**config.mk**
```make
export PLATFORM = sky130hd
export DESIGN_NAME = rf_wb_scheduler
export DESIGN_NICKNAME = d
export VERILOG_FILES = /design/src/rtl/rf_wb_scheduler.sv
export SDC_FILE = /design/constraint.sdc
export NUM_CORES = 1
export LEC_CHECK = 0
export ABC_AREA = 1
export CORE_ASPECT_RATIO = 1.25
export CORE_MARGIN = 2
export CORE_UTILIZATION = 45
export DETAILED_ROUTE_END_ITERATION = 10
export GPL_ROUTABILITY_DRIVEN = 0
export PLACE_DENSITY = 0.74
export SYNTH_ARGS = -nofsm -noshare
export SYNTH_HDL_FRONTEND = slang
export SYNTH_SLANG_ARGS = --single-unit
```
**constraint.sdc**
```tcl
create_clock -name clk -period 14.3 [get_ports clk]
set_input_delay 3.575 -clock clk [delete_from_list [all_inputs] [get_ports clk]]
set_output_delay 3.575 -clock clk [all_outputs]
set_load 0.02 [all_outputs]
```
**src/rtl/rf_wb_scheduler.sv**
```systemverilog
// rtl/rf_wb_scheduler.sv - register-file writeback arbiter and RAW/WAW scoreboard
//
// Ports:
//   clk, rst_n                      clock, asynchronous active-low reset
//   issue_valid_i/rd/rs1/rs2        instruction presented by the issue stage
//   issue_stall_o                   hazard: instruction not accepted this cycle
//   wb_valid_i/wb_rd_i/wb_data_i    per-source writeback requests (packed by source)
//   wb_ready_o                      one-hot round-robin grant
//   rf_we_o/rf_rd_addr_o/rf_rd_data_o  registered register-file write port
//   pending_cnt_o                   number of registers with a write outstanding
//   err_o                           sticky: writeback to a register that was not pending
module rf_wb_scheduler #(
    parameter int DATA_WIDTH = 32,
    parameter int NUM_SRC    = 3
) (
    input  logic                          clk,
    input  logic                          rst_n,
    input  logic                          issue_valid_i,
    input  logic [4:0]                    issue_rd_i,
    input  logic [4:0]                    issue_rs1_i,
    input  logic [4:0]                    issue_rs2_i,
    output logic                          issue_stall_o,
    input  logic [NUM_SRC-1:0]            wb_valid_i,
    input  logic [NUM_SRC*5-1:0]          wb_rd_i,
    input  logic [NUM_SRC*DATA_WIDTH-1:0] wb_data_i,
    output logic [NUM_SRC-1:0]            wb_ready_o,
    output logic                          rf_we_o,
    output logic [4:0]                    rf_rd_addr_o,
    output logic [DATA_WIDTH-1:0]         rf_rd_data_o,
    output logic [5:0]                    pending_cnt_o,
    output logic                          err_o
);

    localparam int PTR_W = (NUM_SRC > 2) ? 2 : 1;
    typedef logic [PTR_W-1:0] ptr_t;

    logic [31:0]           pending_q, pending_d;
    logic [31:0]           clear_mask, eff_pending, set_mask;
    ptr_t                  rr_ptr_q, rr_ptr_d;
    ptr_t                  gnt_idx;
    logic                  gnt_any;
    logic [PTR_W:0]        scan;
    logic [NUM_SRC-1:0]    gnt_oh;
    logic [4:0]            gnt_rd;
    logic [DATA_WIDTH-1:0] gnt_data;
    logic                  rf_we_q, rf_we_d;
    logic [4:0]            rf_addr_q, rf_addr_d;
    logic [DATA_WIDTH-1:0] rf_data_q, rf_data_d;
    logic                  err_q, err_d;
    logic [5:0]            cnt;

    // The register being written this cycle is covered by RF write-through,
    // so it is removed from the hazard view before the stall check.
    always_comb begin
        clear_mask = '0;
        if (rf_we_q) begin
            clear_mask[rf_addr_q] = 1'b1;
        end
        eff_pending = pending_q & ~clear_mask;
    end

    assign issue_stall_o = issue_valid_i &&
        (eff_pending[issue_rs1_i] | eff_pending[issue_rs2_i] | eff_pending[issue_rd_i]);

    // Set is OR-ed after the clear so a same-cycle re-issue leaves the bit set.
    always_comb begin
        set_mask = '0;
        if (issue_valid_i && !issue_stall_o && (issue_rd_i != 5'd0)) begin
            set_mask[issue_rd_i] = 1'b1;
        end
        pending_d = (eff_pending | set_mask) & ~32'h1;
    end

    // Round-robin search starting at rr_ptr; first valid source wins.
    always_comb begin
        gnt_any = 1'b0;
        gnt_idx = rr_ptr_q;
        scan    = '0;
        for (int i = 0; i < NUM_SRC; i++) begin
            scan = {1'b0, rr_ptr_q} + (PTR_W+1)'(i);
            if (scan >= (PTR_W+1)'(NUM_SRC)) begin
                scan = scan - (PTR_W+1)'(NUM_SRC);
            end
            if (!gnt_any && wb_valid_i[scan[PTR_W-1:0]]) begin
                gnt_any = 1'b1;
                gnt_idx = scan[PTR_W-1:0];
            end
        end
    end

    always_comb begin
        gnt_oh   = '0;
        gnt_rd   = '0;
        gnt_data = '0;
        for (int k = 0; k < NUM_SRC; k++) begin
            if (gnt_any && (gnt_idx == ptr_t'(k))) begin
                gnt_oh[k] = 1'b1;
                gnt_rd    = wb_rd_i[k*5 +: 5];
                gnt_data  = wb_data_i[k*DATA_WIDTH +: DATA_WIDTH];
            end
        end
    end

    assign wb_ready_o = gnt_oh;

    always_comb begin
        rr_ptr_d  = rr_ptr_q;
        rf_addr_d = rf_addr_q;
        rf_data_d = rf_data_q;
        if (gnt_any) begin
            rr_ptr_d  = (gnt_idx == ptr_t'(NUM_SRC-1)) ? '0 : gnt_idx + 1'b1;
            rf_addr_d = gnt_rd;
            rf_data_d = gnt_data;
        end
        // x0 writebacks are consumed silently: no write, no error.
        rf_we_d = gnt_any && (gnt_rd != 5'd0);
        err_d   = err_q | (rf_we_d && !eff_pending[gnt_rd]);
    end

    always_comb begin
        cnt = '0;
        for (int i = 0; i < 32; i++) begin
            cnt = cnt + 6'(pending_q[i]);
        end
    end

    always_ff @(posedge clk or negedge rst_n) begin
        if (!rst_n) begin
            pending_q <= '0;
            rr_ptr_q  <= '0;
            rf_we_q   <= 1'b0;
            rf_addr_q <= '0;
            rf_data_q <= '0;
            err_q     <= 1'b0;
        end else begin
            pending_q <= pending_d;
            rr_ptr_q  <= rr_ptr_d;
            rf_we_q   <= rf_we_d;
            rf_addr_q <= rf_addr_d;
            rf_data_q <= rf_data_d;
            err_q     <= err_d;
        end
    end

    assign rf_we_o       = rf_we_q;
    assign rf_rd_addr_o  = rf_addr_q;
    assign rf_rd_data_o  = rf_data_q;
    assign pending_cnt_o = cnt;
    assign err_o         = err_q;

endmodule

```
==> summary.txt <==
Multi-input gate area: 0.00339 mm2
Post-layout util: 63.5%
M1 wire length: 7360 um
Largest fanout on the critical path: 32
Final ANT Viol Nets: 0
Max-slew headroom: 37.9%
CP max stage delay: 840 ps
Yosys warnings: 0
Seq/Total Area, Yosys: 30.9%
RSZ-0062 raised after global routing: no
Drt first-iter violations: 640
Arr. time, crit path: 6630 ps
CTS resizes: 0
WL met3: 1960 um
Layout cells sized above 1: 4.70%
Top cell type's share of synthesized area: 30.9%
CP max stage cell: clkdlybuf4s50_1
Required @ worst endpoint: 10720 ps
Drt via density: 5.56
Commonest non-fill, non-tap cell in the layout: nand2_1
Filler Cell Count: 1172
Primary FF master, synth: dfrtp_1
Row count: 46
Outcome: complete, no violations
Fin. max-slew vios: 0
Largest family of logic cells by synthesized area: simple AND/OR/NAND/NOR gates
Sum Neg Setup Slack: 0 ps
Crit start category: input pin
Crit-path cells: clkdlybuf4s50_1, inv_1, nor2_1, nand2_1, nand4_1, nand2_1, a21oi_1, o21bai_1, nand3_1, nor2_2, buf_4, nor2_1, clkdlybuf4s50_1
Final nets: 1160
CTS Root Cell: clkbuf_16
Grt ovf: 0
Chip width: 106 um
Ys async rst share: 100%
Clock Latency Late Sink: 340 ps
First-pass GRT wire length: 32600 um
Routed length on met2: 10300 um
DP HPWL: 16300 um
Post-CTS Hold Fix Bufs: 0
Clock Skew: 4.92 ps
CTS tree: yes
Cell accounting for the most synthesized area: dfrtp_1
IO Count: 181
Vias in the first global route: 6416
Mux cell area share after synthesis: 0%
Worst path bufs/invs: 4
Num CTS Buffers: 9
Via Count: 6499
Compound-Gate Fraction of Synth Area: 14.4%
Post-synthesis cell count: 836
DRC viols: 0
PortBufs: 180
Fmax: 98.0 MHz
Crit path kind: input pin to primary output
Endpoints failing setup: 0
Hold Path Class: flip-flop to flip-flop
Max cap viols: 0
Syn Std Cell Area: 0.00584 mm2
Die height: 131 um
Slew @ Worst Pin: 930 ps
Antenna cell count: 0
Synth Area in XOR/XNOR: 0.450%
FF+latch area: 0.00180 mm2
Final wirelength: 20600 um
Syn Area/Cell: 6.98 um2
Final period util: 71.4%
Final Hold Vio Count: 0
Layout area overhead: 37.7%
Largest net degree at the start of global routing: 73
Synth Area in Simple Gates: 33.1%
Number of flops mapped to enable cells by yosys: 0
CTS H-tree lvls: 3
Clk pin slew, worst setup/hold paths: 60 ps
Synth unique cells: 41
Pre-CTS setup slack: 4150 ps
Total track usage: 29.8%
Drt wl/cell: 17.6 um
Worst setup margin: 4100 ps
Synth Area in Adders: 10.0%
Seq cells post-synth: 72
Initial core utilization: 46.1%
Clk buf depth: 2
TritonRoute pass-1 iters: 6
Synth Net Count: 1001
Final min period: 10200 ps
Commonest non-fill, non-tap cells in the layout: nand2_1, clkdlybuf4s50_1, nand3_1, inv_1, dfrtp_1
Antenna violations before repair: 0
Top cells by area in the synthesized netlist: dfrtp_1, nand2_1, nand3_1
Total core area: 0.0127 mm2
DR top layer: met4
Post-CTS setup buffers: 0
CP top delay family: buffers and inverters
Area of the die: 0.0139 mm2
Worst Setup End Kind: primary output
Num Clock Sinks: 72
[synth_stat cells (2+ instances only)]
cell and number:
nand3b_1 2, buf_1 2, nor2_2 3, clkinv_1 2, inv_1 119, o21ai_1 12
buf_4 5, a221oi_1 3, o21ai_0 50, a22oi_1 32, inv_2 9, nor3_1 4
nand4_1 41, xor2_1 3, nand3_1 123, nand2_4 3, ha_1 10, o21bai_1 2
nor2_1 50, o22ai_1 9, clkbuf_1 26, a21oi_1 26, fa_1 23, nand2_1 182
dfrtp_1 72, nand2_2 8
[layout make-up]
class                      count  area share (%)
sequential                    72            22.4
tap                          168            2.62
timing repair buffer         183            22.7
inverter                     130            6.07
multi-input combinational    599            42.2
clock inverter                 6            1.15
clock buffer                  10            2.85
[registers in the layout, summed over array words and instances, names as in the netlist]
signal        cells
rf_we_o           1
rf_rd_data_o     32
pending_q        31
rf_rd_addr_o      5
rr_ptr_q          2
err_o             1
[kinds of logic (layout without fill, tap and decap cells)]
logic type,after synthesis,count (layout)
AO/OA/AOI/OAI,142,142
XOR/XNOR,3,3
adder cells (fa/ha/maj),33,33
buffers and inverters,165,329
flip-flops,72,72
AND/OR/NAND/NOR,421,421
[worst paths after layout]
| path | from | end | slack, ps | cells past startpoint |
|---|---|---|---|---|
| max | issue_rs2_i[0] | issue_stall_o | 4100 | 13 |
| min | err_o | err_o | 490 | 2 |
| max reg2reg | rr_ptr_q[0] | err_o | 10550 | 22 |
| min reg2reg | err_o | err_o | 490 | 2 |
| max in group asynchronous | rst_n | pending_q[4] | 10330 | 1 |
| min in group asynchronous | rst_n | rf_rd_data_o[17] | 3360 | 1 |
[layer usage]
metal | GRT usage (%) | up-vias
li1 | - | 3105
met1 | 33.3 | 2969
met2 | 52.1 | 361
met3 | 7.79 | 64
met4 | 14.7 | 0
met5 | 0 | -
[per-stage QoR]
stage               instances  area (um2)  hold WS, ps
finish                   1168        8040          488
global route             1168        8040          512
CTS                      1168        8040          485
detailed placement       1152        7720          467
global placement         1152        7720          463
floorplan                 836        5840          503
[tightest hold or removal path, delay by kind of cell (launching register included)]
kind / cells / cell delay (ps)
buffers and inverters: 1 / 40
DFF: 1 / 360
and+or+nand+nor: 1 / 50
Power is left out: the tool's default activity adds up to more than one toggle a clock period on the data nets, which glitch-free logic cannot reach.
